--- config.mk ---
export PLATFORM = sky130hd
export DESIGN_NAME = am_demod_arbiter
export DESIGN_NICKNAME = d
export VERILOG_FILES = /design/src/rtl/am_demod_arbiter.sv
export SDC_FILE = /design/constraint.sdc
export NUM_CORES = 1
export LEC_CHECK = 0
export ABC_AREA = 1
export BUFFER_PORTS_ARGS = -buffer_cell sky130_fd_sc_hd__buf_4
export CAP_MARGIN = 5
export CELL_PAD_IN_SITES_DETAIL_PLACEMENT = 2
export CELL_PAD_IN_SITES_GLOBAL_PLACEMENT = 2
export CORE_ASPECT_RATIO = 2
export CORE_MARGIN = 2
export CORE_UTILIZATION = 30
export DETAILED_ROUTE_END_ITERATION = 12
export MAX_ROUTING_LAYER = met4
export PLACE_DENSITY_LB_ADDON = 0.05
export SYNTH_ARGS = -nofsm -noshare
export SYNTH_HDL_FRONTEND = slang
export SYNTH_SLANG_ARGS = --single-unit
--- constraint.sdc ---
create_clock -name CLK -period 2.2 [get_ports CLK]
set_input_delay 0.33 -clock CLK [delete_from_list [all_inputs] [get_ports CLK]]
set_output_delay 0.33 -clock CLK [all_outputs]
set_load 0.03 [all_outputs]
--- src/rtl/am_demod_arbiter.sv ---
// rtl/am_demod_arbiter.sv - round-robin scheduler sharing one AM magnitude demodulator across NCH I/Q channels
// Optional per-channel saturating overrun counters: define AM_ARB_OVERRUN_CNT_EN.
module am_demod_arbiter #(
    parameter int NCH     = 4,
    parameter int BITS_IN = 8,
    parameter int BITS    = 16,
    parameter int TIMEOUT = 127,
    parameter int CH_W    = $clog2(NCH)
) (
    input  logic                   CLK,
    input  logic                   RSTb,
    input  logic [NCH*BITS_IN-1:0] ch_I,
    input  logic [NCH*BITS_IN-1:0] ch_Q,
    input  logic [NCH-1:0]         ch_tick,
    output logic [BITS_IN-1:0]     demod_I,
    output logic [BITS_IN-1:0]     demod_Q,
    output logic                   demod_load_tick,
    output logic                   demod_rstb,
    input  logic [BITS-1:0]        demod_in,
    input  logic                   demod_tick,
    output logic [BITS-1:0]        out_sample,
    output logic [CH_W-1:0]        out_ch,
    output logic                   out_valid,
    output logic [NCH-1:0]         overrun,
    input  logic                   clear_overrun,
    output logic                   timeout_err,
    output logic                   busy,
    output logic [NCH*8-1:0]       overrun_cnt
);
    localparam int TW = $clog2(TIMEOUT + 1);
    localparam logic [TW-1:0] T_MAX = TW'(TIMEOUT);
    localparam logic [TW-1:0] T_ONE = TW'(1);
    localparam logic [CH_W:0] NCH_V = (CH_W + 1)'(NCH);
    localparam logic [CH_W-1:0] LAST_CH = CH_W'(NCH - 1);

    typedef enum logic [2:0] {
        ARB_IDLE,
        ARB_ISSUE,
        ARB_WAIT,
        ARB_DELIVER,
        ARB_RECOVER
    } arb_state_t;

    arb_state_t state, state_d;
    logic [TW-1:0] timer, timer_d;
    logic [CH_W-1:0] last_grant, last_grant_d;
    logic [NCH-1:0] pending, pending_d, granted, ovr_event, overrun_d;
    logic [BITS_IN-1:0] hold_I [NCH];
    logic [BITS_IN-1:0] hold_Q [NCH];
    logic [BITS_IN-1:0] demod_I_d, demod_Q_d;
    logic [BITS-1:0] out_sample_d;
    logic [CH_W-1:0] out_ch_d;
    logic load_d, rstb_q, rstb_d, out_valid_d, timeout_d;
    logic grant_fire, found;
    logic [CH_W-1:0] win;
    logic [CH_W:0] idx;

    // Search starts one past the last grant so every pending channel is reached within NCH grants.
    always_comb begin
        win   = last_grant;
        found = 1'b0;
        idx   = '0;
        for (int i = 1; i <= NCH; i++) begin
            idx = {1'b0, last_grant} + (CH_W + 1)'(i);
            if (idx >= NCH_V) idx = idx - NCH_V;
            if (!found && pending[idx[CH_W-1:0]]) begin
                found = 1'b1;
                win   = idx[CH_W-1:0];
            end
        end
    end

    always_comb begin
        state_d      = state;
        timer_d      = timer;
        last_grant_d = last_grant;
        demod_I_d    = demod_I;
        demod_Q_d    = demod_Q;
        load_d       = 1'b0;
        rstb_d       = rstb_q;
        out_sample_d = out_sample;
        out_ch_d     = out_ch;
        out_valid_d  = 1'b0;
        timeout_d    = 1'b0;
        grant_fire   = 1'b0;
        case (state)
            ARB_IDLE: begin
                if (found) begin
                    grant_fire   = 1'b1;
                    demod_I_d    = hold_I[win];
                    demod_Q_d    = hold_Q[win];
                    last_grant_d = win;
                    state_d      = ARB_ISSUE;
                end
            end
            ARB_ISSUE: begin
                load_d  = 1'b1;
                timer_d = '0;
                state_d = ARB_WAIT;
            end
            ARB_WAIT: begin
                if (demod_tick) begin
                    out_sample_d = demod_in;
                    out_ch_d     = last_grant;
                    state_d      = ARB_DELIVER;
                end else if (timer == T_MAX) begin
                    timeout_d = 1'b1;
                    rstb_d    = 1'b0;
                    timer_d   = '0;
                    state_d   = ARB_RECOVER;
                end else begin
                    timer_d = timer + T_ONE;
                end
            end
            ARB_DELIVER: begin
                out_valid_d = 1'b1;
                state_d     = ARB_IDLE;
            end
            ARB_RECOVER: begin
                // Demodulator reset is held low for two cycles; the timed-out sample is dropped.
                if (timer == T_ONE) begin
                    rstb_d  = 1'b1;
                    state_d = ARB_IDLE;
                end else begin
                    timer_d = timer + T_ONE;
                end
            end
            default: state_d = ARB_IDLE;
        endcase
    end

    // A tick on the channel being granted refills its slot without counting as an overrun.
    always_comb begin
        granted = '0;
        if (grant_fire) granted[win] = 1'b1;
        ovr_event = ch_tick & pending & ~granted;
        pending_d = ch_tick | (pending & ~granted);
        overrun_d = (clear_overrun ? '0 : overrun) | ovr_event;
    end

    always_ff @(posedge CLK) begin
        if (!RSTb) begin
            state           <= ARB_IDLE;
            timer           <= '0;
            last_grant      <= LAST_CH;
            pending         <= '0;
            overrun         <= '0;
            demod_I         <= '0;
            demod_Q         <= '0;
            demod_load_tick <= 1'b0;
            rstb_q          <= 1'b1;
            out_sample      <= '0;
            out_ch          <= '0;
            out_valid       <= 1'b0;
            timeout_err     <= 1'b0;
            busy            <= 1'b0;
        end else begin
            state           <= state_d;
            timer           <= timer_d;
            last_grant      <= last_grant_d;
            pending         <= pending_d;
            overrun         <= overrun_d;
            demod_I         <= demod_I_d;
            demod_Q         <= demod_Q_d;
            demod_load_tick <= load_d;
            rstb_q          <= rstb_d;
            out_sample      <= out_sample_d;
            out_ch          <= out_ch_d;
            out_valid       <= out_valid_d;
            timeout_err     <= timeout_d;
            busy            <= (state_d != ARB_IDLE);
        end
    end

    always_ff @(posedge CLK) begin
        for (int k = 0; k < NCH; k++) begin
            if (!RSTb) begin
                hold_I[k] <= '0;
                hold_Q[k] <= '0;
            end else if (ch_tick[k]) begin
                hold_I[k] <= ch_I[k*BITS_IN +: BITS_IN];
                hold_Q[k] <= ch_Q[k*BITS_IN +: BITS_IN];
            end
        end
    end

    // The demodulator is also held in reset while the arbiter itself is in reset.
    assign demod_rstb = rstb_q & RSTb;

`ifdef AM_ARB_OVERRUN_CNT_EN
    logic [7:0] ovr_cnt [NCH];

    always_ff @(posedge CLK) begin
        for (int k = 0; k < NCH; k++) begin
            if (!RSTb) begin
                ovr_cnt[k] <= '0;
            end else if (clear_overrun) begin
                ovr_cnt[k] <= {7'd0, ovr_event[k]};
            end else if (ovr_event[k] && (ovr_cnt[k] != 8'hFF)) begin
                ovr_cnt[k] <= ovr_cnt[k] + 8'd1;
            end
        end
    end

    for (genvar g = 0; g < NCH; g++) begin : g_cnt_out
        assign overrun_cnt[g*8 +: 8] = ovr_cnt[g];
    end
`else
    assign overrun_cnt = '0;
`endif

endmodule

# Word-level counts from Yosys, hierarchy flattened
# Memory sizes are Yosys's and may differ from the RTL's. A register that Yosys moved wholly into a read port is not among the register bits.
# Cells that the tools add are included.
[totals]
inputBits = 88
n_memories = 2
ram_bits = 64
reg_bits = 43
[memory_table]
columns = ["memory", "depth", "word_bits", "rd", "rd_clocked_by_memory_dff", "write_ports", "line", "source"]
rows = [
  ["hold_I", 4, 8, 1, 1, 4, "48", "logic [BITS_IN-1:0] hold_I [NCH];"],
  ["hold_Q", 4, 8, 1, 1, 4, "49", "logic [BITS_IN-1:0] hold_Q [NCH];"],
]
[op_classes]
bitwise = 17
reduce_logical = 18
n_lt_le_gt_ge = 10
addsub = 9
mux = 63
n_eq_ne = 10
[op_table]
columns = ["cell", "n"]
rows = [
  ["$mux W8", 8],
  ["$mux W1", 30],
  ["$mux W7", 3],
  ["$pmux W7 S3", 1],
  ["$mux W2", 8],
  ["$lt A2 B3 Y1 const B", 5],
  ["$and A4 B4 Y4", 3],
  ["$ge A3 B3 Y1 const B", 4],
  ["$mux W3", 4],
  ["$pmux W3 S4", 1],
  ["$bmux W1 S2", 4],
  ["$mux W4", 2],
  ["$ne A2 B2 Y1 const B", 4],
  ["$or A1 B1 Y1", 8],
  ["$or A4 B4 Y4", 2],
  ["$sub A2 B1 Y2 const B", 4],
  ["$add A7 B1 Y7 const B", 1],
  ["$eq A7 B1 Y1 const B", 1],
  ["$eq A7 B7 Y1 const B", 1],
  ["$add A2 B2 Y3 const B", 2],
  ["$eq A3 B2 Y1 const B", 2],
  ["$reduce_bool A3 Y1", 2],
  ["$logic_not A1 Y1", 5],
  ["$logic_and A1 B1 Y1", 4],
  ["16 further kinds", 18],
]

# Depth between registers and ports, before layout
# Gate-level depths: netlist of run 1.
[logic_depth]
ltp_word = 23
ltp_mapped = 18
ltp_nobuf = 15

# Worst setup path after synthesis of run 1
# OpenSTA, ideal clock, no wires.
[synth_path]
path_kind = "register -> register"
from = "register last_grant[0]"
to = "register demod_I[1], read port of hold_I"
required_time_ns = 2.090
arrival_time_ns = 1.573
setup_time_ns = 0.110
path_slack_ns = 0.517
n_path_buf = 3
period_less_slack_ns = 1.683
stages_incl_launch_ff = 19
path_cell_list = "dfxtp_1 -> buf_6 -> inv_4 -> nand2_1 -> nand2_2 -> nand2_2 -> nand2_2 -> inv_4 -> nand2_1 -> nor2_1 -> nand2_1 -> nand2_2 -> buf_6 -> inv_4 -> buf_6 -> nand3_2 -> nand3_1 -> nand2_1 -> inv_1"
[synth_between]
elab_chain_cells = 16
[synth_rtl]
columns = ["element", "line", "source"]
rows = [
  ["from (decl)", "46", "logic [CH_W-1:0] last_grant, last_grant_d;"],
  ["from (signal assigned)", "160", "last_grant <= last_grant_d;"],
  ["$add A2 B1 Y3", "64", "idx = {1'b0, last_grant} + (CH_W + 1)'(i);"],
  ["$ge A3 B3 Y1 or $sub A2 B1 Y2 (tied branches)", "65", "if (idx >= NCH_V) idx = idx - NCH_V;"],
  ["$mux W2", "65", ""],
  ["$bmux W1 S2", "66", "if (!found && pending[idx[CH_W-1:0]]) begin"],
  ["$mux W1 (not written as such)", "66", ""],
  ["$mux W1", "66", ""],
  ["$logic_not A1 Y1", "66", ""],
  ["$logic_and A1 B1 Y1", "66", ""],
  ["$mux W1", "66", ""],
  ["$logic_not A1 Y1", "66", ""],
  ["$logic_and A1 B1 Y1", "66", ""],
  ["$mux W1", "66", ""],
  ["$logic_not A1 Y1", "66", ""],
  ["$logic_and A1 B1 Y1", "66", ""],
  ["$mux W1", "66", ""],
  ["$reduce_and A2 Y1 (no line)", "--", ""],
  ["to (decl)", "15", "output logic [BITS_IN-1:0] demod_I,"],
]
# Parallel ways exist; a longest one is shown, timed or not. The select of a mux whose other input is x is not followed.
# A chain may end at the register's enable or synchronous reset.

# Worst setup path in the final report of run 1
[layout_path]
from = "register last_grant[0]"
to = "register demod_Q[5], read port of hold_Q"
[layout_between]
elab_chain_cells = 16
[layout_rtl]
columns = ["element", "line", "source"]
rows = [
  ["$add A2 B1 Y3", "64", ""],
  ["$ge A3 B3 Y1 or $sub A2 B1 Y2 (tied branches)", "65", ""],
  ["$mux W2", "65", ""],
  ["$bmux W1 S2", "66", ""],
  ["$mux W1 (not written as such)", "66", ""],
  ["$mux W1", "66", ""],
  ["$logic_not A1 Y1", "66", ""],
  ["$logic_and A1 B1 Y1", "66", ""],
  ["$mux W1", "66", ""],
  ["$logic_not A1 Y1", "66", ""],
  ["$logic_and A1 B1 Y1", "66", ""],
  ["$mux W1", "66", ""],
  ["$logic_not A1 Y1", "66", ""],
  ["$logic_and A1 B1 Y1", "66", ""],
  ["$mux W1", "66", ""],
  ["$reduce_and A2 Y1 (no line)", "--", ""],
  ["to (decl)", "16", "output logic [BITS_IN-1:0] demod_Q,"],
]
# Parallel ways exist; a longest one is shown, timed or not. The select of a mux whose other input is x is not followed.

==> results of run 1 <==
==> area by class of cell <==
cell class,instances,area (sq um)
fill,2287,11620
sequential,123,3108
multi-input combinational,464,2059
timing repair buffer,148,1147
clock buffer,17,425.4
inverter,103,394.1
tap,259,324.1
clock inverter,15,200.2
==> registers in the layout, indices dropped and copies added, names as in the netlist, 2 cells and up <==
name,flops
hold_I,32
hold_Q,32
out_sample,16
demod_I,8
demod_Q,8
timer,7
overrun,4
pending,4
state,3
last_grant,2
out_ch,2
==> worst max path at each step <==
| stage | startpoint | to | slack [ns] |
|---|---|---|---|
| after global routing | last_grant[0] | overrun[3] | 0.007 |
| after detailed placement | last_grant[0] | demod_I[7] | -0.04 |
| after global placement | last_grant[0] | demod_I[7] | 0.17 |
| final | last_grant[0] | demod_Q[5] | 0.20 |
| after floorplan | last_grant[0] | demod_I[1] | 0.52 |
| after CTS | last_grant[1] | demod_I[7] | 0.03 |
==> metrics by stage <==
stage	TNS, ns	util (%)	cells
final	0	39.73	1129
after global routing	0	39.73	1129
after CTS	0	39.65	1129
after detailed placement	-0.05859	36.40	1097
after global placement	0	36.40	1097
after floorplan	0	-	753
==> metal layers <==
layer	GRT usage, %	vias up	wire length, microns
met5	-	-	0
met4	7.707	0	564
met3	4.080	33	644
met2	39.70	113	11850
met1	19.64	2493	6769
li1	-	2471	-
==> synthesized netlist by cell type <==
library cell	count
inv_2	2
nand4_1	6
nand2_2	11
nor2_4	1
buf_2	7
nor2_1	113
buf_1	1
buf_4	37
o21ai_1	5
xnor2_1	1
nand3_2	11
a31oi_1	1
nor4_1	1
buf_6	6
or2_2	5
nand3_1	71
a21oi_1	12
conb_1	1
inv_4	3
nor3_1	5
o21ai_0	22
dfxtp_1	59
clkbuf_1	12
a211oi_1	3
nand2_1	161
ha_1	2
o21a_1	1
edfxtp_1	64
inv_1	98
==> power groups by stage <==
stage | sequential (mW) | combinational [mW] | clock (mW)
detailed placement | 3.20 | 4.82 | 0
global placement | 3.19 | 4.67 | 0
global route | 3.21 | 5.34 | 3.16
finish | 3.15 | 4.82 | 3.00
floorplan | 3.56 | 2.89 | 0
CTS | 3.17 | 4.87 | 3.06
==> repair_timing <==
action                                  4_1_cts  5_1_grt
endpoints found under the setup margin       10       16
resized for setup                             1        5
pin swaps                                     0        0
==> worst max-delay path: cells and delay by family, from the launching register on <==
family	cells	cell delay, ns
simple gates	13	1.22
flops	1	0.40
buf+inv	3	0.26
==> cell families after synthesis <==
| logic type | Yosys count | share of synthesized area [%] |
|---|---|---|
| other | 1 | 0.06389 |
| flip-flops | 123 | 52.87 |
| buffers and inverters | 166 | 14.03 |
| AO/OA/AOI/OAI | 44 | 3.944 |
| AND/OR/NAND/NOR | 385 | 28.52 |
| adder cells (fa/ha/maj) | 2 | 0.4263 |
| XOR/XNOR | 1 | 0.1492 |
==> metrics.yaml, run 1 <==
crit_top_cell: "nand2_1"
reg2reg_to: "demod_Q[5]"
core_sq_mm: 0.01928
gp_congestion: 0.8488
netlist_area_sq_mm: 0.005869
grt_overflow: 0
firstDrtPassIters: 4
path_cells: "inv_4 > nand2_1 > nand2_2 > nand2_1 > nand2_2 > nand2_1 > nand2_1 > nand2_2 > nand2_2 > buf_6 > nand2_1 > nand2_1 > nand2_1 > nand3_1 > nand2_1 > inv_1"
leakagePower_nw: 3.842
final_nets: 947
grt_pass1_vias: 5856
ys_warn_count: 0
fin_crit_sh_pct: 91.02
synthTopCellsByArea: "edfxtp_1 (33%), dfxtp_1 (20%), nand2_1 (10%)"
post-place-ws_ns: -0.04008
finClkSkew_ns: 0.004917
cts_max_level: 4
grt_max_degree: 33
cpPeakStageDelay_ns: 0.40
hp-class: "in -> reg"
timing.rr.start: "last_grant[0]"
power_switching_mw: 4.670
synth-seq-cells: 123
dieArea_sq_mm: 0.02077
worst-endpoint-arrival_ns: 2.33
layout_commonest_cell: "nand2_1"
clk_pin_slew_worst_paths_ns: 0.06
yosysTopAreaCell: "edfxtp_1"
status: "completed"
reg2regPathDepth: 16
cp_slowest_cell: "dfxtp_4"
slew_headroom_pct: 52.32
cts_root_buf: "clkbuf_16"
drcViolationCount: 0
cts_hold_buffers: 0
hpwlAfterDp_microns: 15280
holdPathEnd: "out_sample[14]"
pwr-share-clk_pct: 27.4
fin_area_sq_mm: 0.007659
routedWlPerCell_microns: 17.57
power.density_mw_per_mm2: 1432
fin_crit_ns: 2.002
post_cts_buffers: 0
startpoint_type: "register"
hold_depth: 3
ant_nets: 0
critPathKind: "reg -> reg"
grt_pass1_wl_microns: 31280
area_growth_syn_to_layout_pct: 30.48
worstHoldStart: "demod_in[14]"
p_sw_share_pct: 42.58
vias_per_cell: 4.526
ios: 163
netlist.area_leader.share_pct: 32.74
cap_violations: 0
finalSetupViolations: 0
cts_sinks: 123
ys_types: 29
num_antenna_cells: 0
worst_setup_path_end_kind: "register"
rsz0062_at_grt: "no"
clock_path_buffers: 2
rows: 72
worst-slew-pin-transition_ns: 0.7135
drive_above_1_share_pct: 24.60
die_y_microns: 201.8
cts_tree: "yes"
hold_slack_ns: 0.1282
syn_avg_cell_area_sq_um: 8.129
antenna_found_initial: 0
syn_inst: 722
internal_power_mw: 6.299
grt.total_usage_pct: 20.80
ys_seq_area_share_pct: 52.87
num_vias: 5110
fin_ws_ns: 0.1977
insertion_delay_ns: 0.42
crit_required_ns: 2.52
ir_drop_uv: 528.2
fmax_mhz: 499.4
drt_iter0_markers: 129
power_mw: 10.97
numCtsBuffers: 17
routed_wl_microns: 19830
placed_area_sq_mm: 0.007017
slew_violations: 0
combinationalPowerShare_pct: 43.9
start_util_pct: 30.45
r2r_slack_ns: 0.20
hold_viol_final: 0
seqPwrFrac_pct: 28.7
dieWidth_microns: 102.9
layout_common_cells: "nand2_1 (161), buf_4 (143), nor2_1 (113)"
cp_max_fo: 16
place.port_buffers: 130
(Power assumes the default switching activity.)
==> run 2: changes to the inputs <==
- MAX_ROUTING_LAYER: met4 -> default
==> run 2 against run 1 <==
Compared with the run above: sequential power hardly changed; clock power barely moved; via count decreased by 0.29%; register-to-register slack about the same; critical endpoint unchanged; largest cell class unchanged.
==> metrics.yaml, run 2 (synthesized netlist as in run 1, its figures left out) <==
status: "completed"
grt_max_degree: 33
layout_common_cells: "nand2_1 (161), buf_4 (143), nor2_1 (113)"
critPathKind: "reg -> reg"
fin_crit_sh_pct: 91.35
drt_iter0_markers: 118
power.density_mw_per_mm2: 1432
slew_headroom_pct: 54.29
cts_hold_buffers: 0
reg.largest.list: "hold_I (32), hold_Q (32), out_sample (16)"
rsz0062_at_grt: "no"
post_cts_buffers: 0
routedWlPerCell_microns: 17.55
final_nets: 947
antenna_found_initial: 0
finClkSkew_ns: 0.007278
reg2regPathDepth: 16
hp-class: "in -> reg"
firstDrtPassIters: 4
ant_nets: 0
cts_max_level: 4
drive_above_1_share_pct: 24.60
core_sq_mm: 0.01928
insertion_delay_ns: 0.42
cp_max_fo: 16
grt.total_usage_pct: 20.19
area_growth_syn_to_layout_pct: 30.48
crit_top_cell: "nand2_1"
seqPwrFrac_pct: 28.8
worst-slew-pin-transition_ns: 0.6839
dieWidth_microns: 102.9
pwr-share-clk_pct: 27.4
worst_setup_path_end_kind: "register"
post-place-ws_ns: -0.04008
fin_ws_ns: 0.1902
die_y_microns: 201.8
numCtsBuffers: 17
power_mw: 10.96
ios: 163
gp_congestion: 0.8359
timing.rr.start: "last_grant[0]"
fin_crit_ns: 2.010
fmax_mhz: 497.6
worst-endpoint-arrival_ns: 2.33
grt_pass1_wl_microns: 31300
hold_viol_final: 0
start_util_pct: 30.45
finalSetupViolations: 0
drcViolationCount: 0
crit_family: "simple AND/OR/NAND/NOR gates"
path_cells: "inv_4 > nand2_1 > nand2_2 > nand2_1 > nand2_2 > nand2_1 > nand2_1 > nand2_2 > nand2_2 > buf_6 > nand2_1 > nand2_1 > nand2_1 > nand3_1 > nand2_1 > inv_1"
multi_input_area_sq_mm: 0.002059
clk_pin_slew_worst_paths_ns: 0.06
cts_tree: "yes"
place.port_buffers: 130
cp_num_buf_inv: 3
hpwlAfterDp_microns: 15280
reg2reg_to: "demod_Q[5]"
finalNonFillerCells: 1129
ir_drop_uv: 526.8
cts_root_buf: "clkbuf_16"
startpoint_type: "register"
num_antenna_cells: 0
combinationalPowerShare_pct: 43.9
slew_violations: 0
post_cts_resized: 1
seq_area_sq_mm: 0.003108
vias_per_cell: 4.513
rows: 72
r2r_slack_ns: 0.19
cp_slowest_cell: "dfxtp_4"
crit_start: "last_grant[0]"
num_vias: 5095
num-fill-cells: 2287
grt_pass1_vias: 5862
fin_area_sq_mm: 0.007659
cpPeakStageDelay_ns: 0.40
p_sw_share_pct: 42.54
dieArea_sq_mm: 0.02077
numPlacedInstances: 1097
grt_overflow: 0
endpoint: "demod_Q[5]"
internal_power_mw: 6.299
layout_commonest_cell: "nand2_1"
cts_sinks: 123
leakagePower_nw: 3.842
hold_slack_ns: 0.1322
final_core_util_pct: 39.73
clock_path_buffers: 2
crit_required_ns: 2.52
cap_violations: 0
routed_wl_microns: 19810
placed_area_sq_mm: 0.007017
path_depth: 16
power_switching_mw: 4.664
final.setup.tns_ns: 0
## run 2: cell type report
cell class / count / share of cell area (%)
flip-flops and latches: 123 / 40.58
multi-input cells: 464 / 26.89
repair buffers: 148 / 14.98
clock buffers: 17 / 5.555
inverters: 103 / 5.146
well taps: 259 / 4.231
clock inverters: 15 / 2.614
## run 2: worst min-delay path by stage
stage | from | endpoint | slack (ns) | cells past startpoint
3_5_place_dp | rstb_q | rstb_q | 0.46 | 2
5_1_grt | demod_in[14] | out_sample[14] | 0.13 | 3
6_report | demod_in[14] | out_sample[14] | 0.13 | 3
3_3_place_gp | overrun[0] | overrun[0] | 0.47 | 2
2_1_floorplan | rstb_q | rstb_q | 0.43 | 2
4_1_cts | demod_in[14] | out_sample[14] | 0.11 | 3
## run 2: tightest hold or removal path: cells and delay by family
| kind | cells | cell delay (ns) |
|---|---|---|
| AND/OR/NAND/NOR | 2 | 0.11 |
| buffers and inverters | 1 | 0.08 |
## run 2: power groups by stage
stage               registers, mW  logic [mW]  clock network [mW]
finish                       3.15        4.81                3.00
global route                 3.21        5.33                3.15
CTS                          3.17        4.87                3.06
detailed placement           3.20        4.82                   0
global placement             3.19        4.67                   0
floorplan                    3.56        2.89                   0
## run 2: routing by layer
| metal | global-route usage [%] | share of wire, % | vias to the layer above |
|---|---|---|---|
| met2 | 39.73 | 60 | 115 |
| li1 | - | - | 2472 |
| met5 | 0 | 0 | - |
| met4 | 7.425 | 2.8 | 0 |
| met1 | 19.18 | 33 | 2479 |
| met3 | 4.772 | 3.8 | 29 |
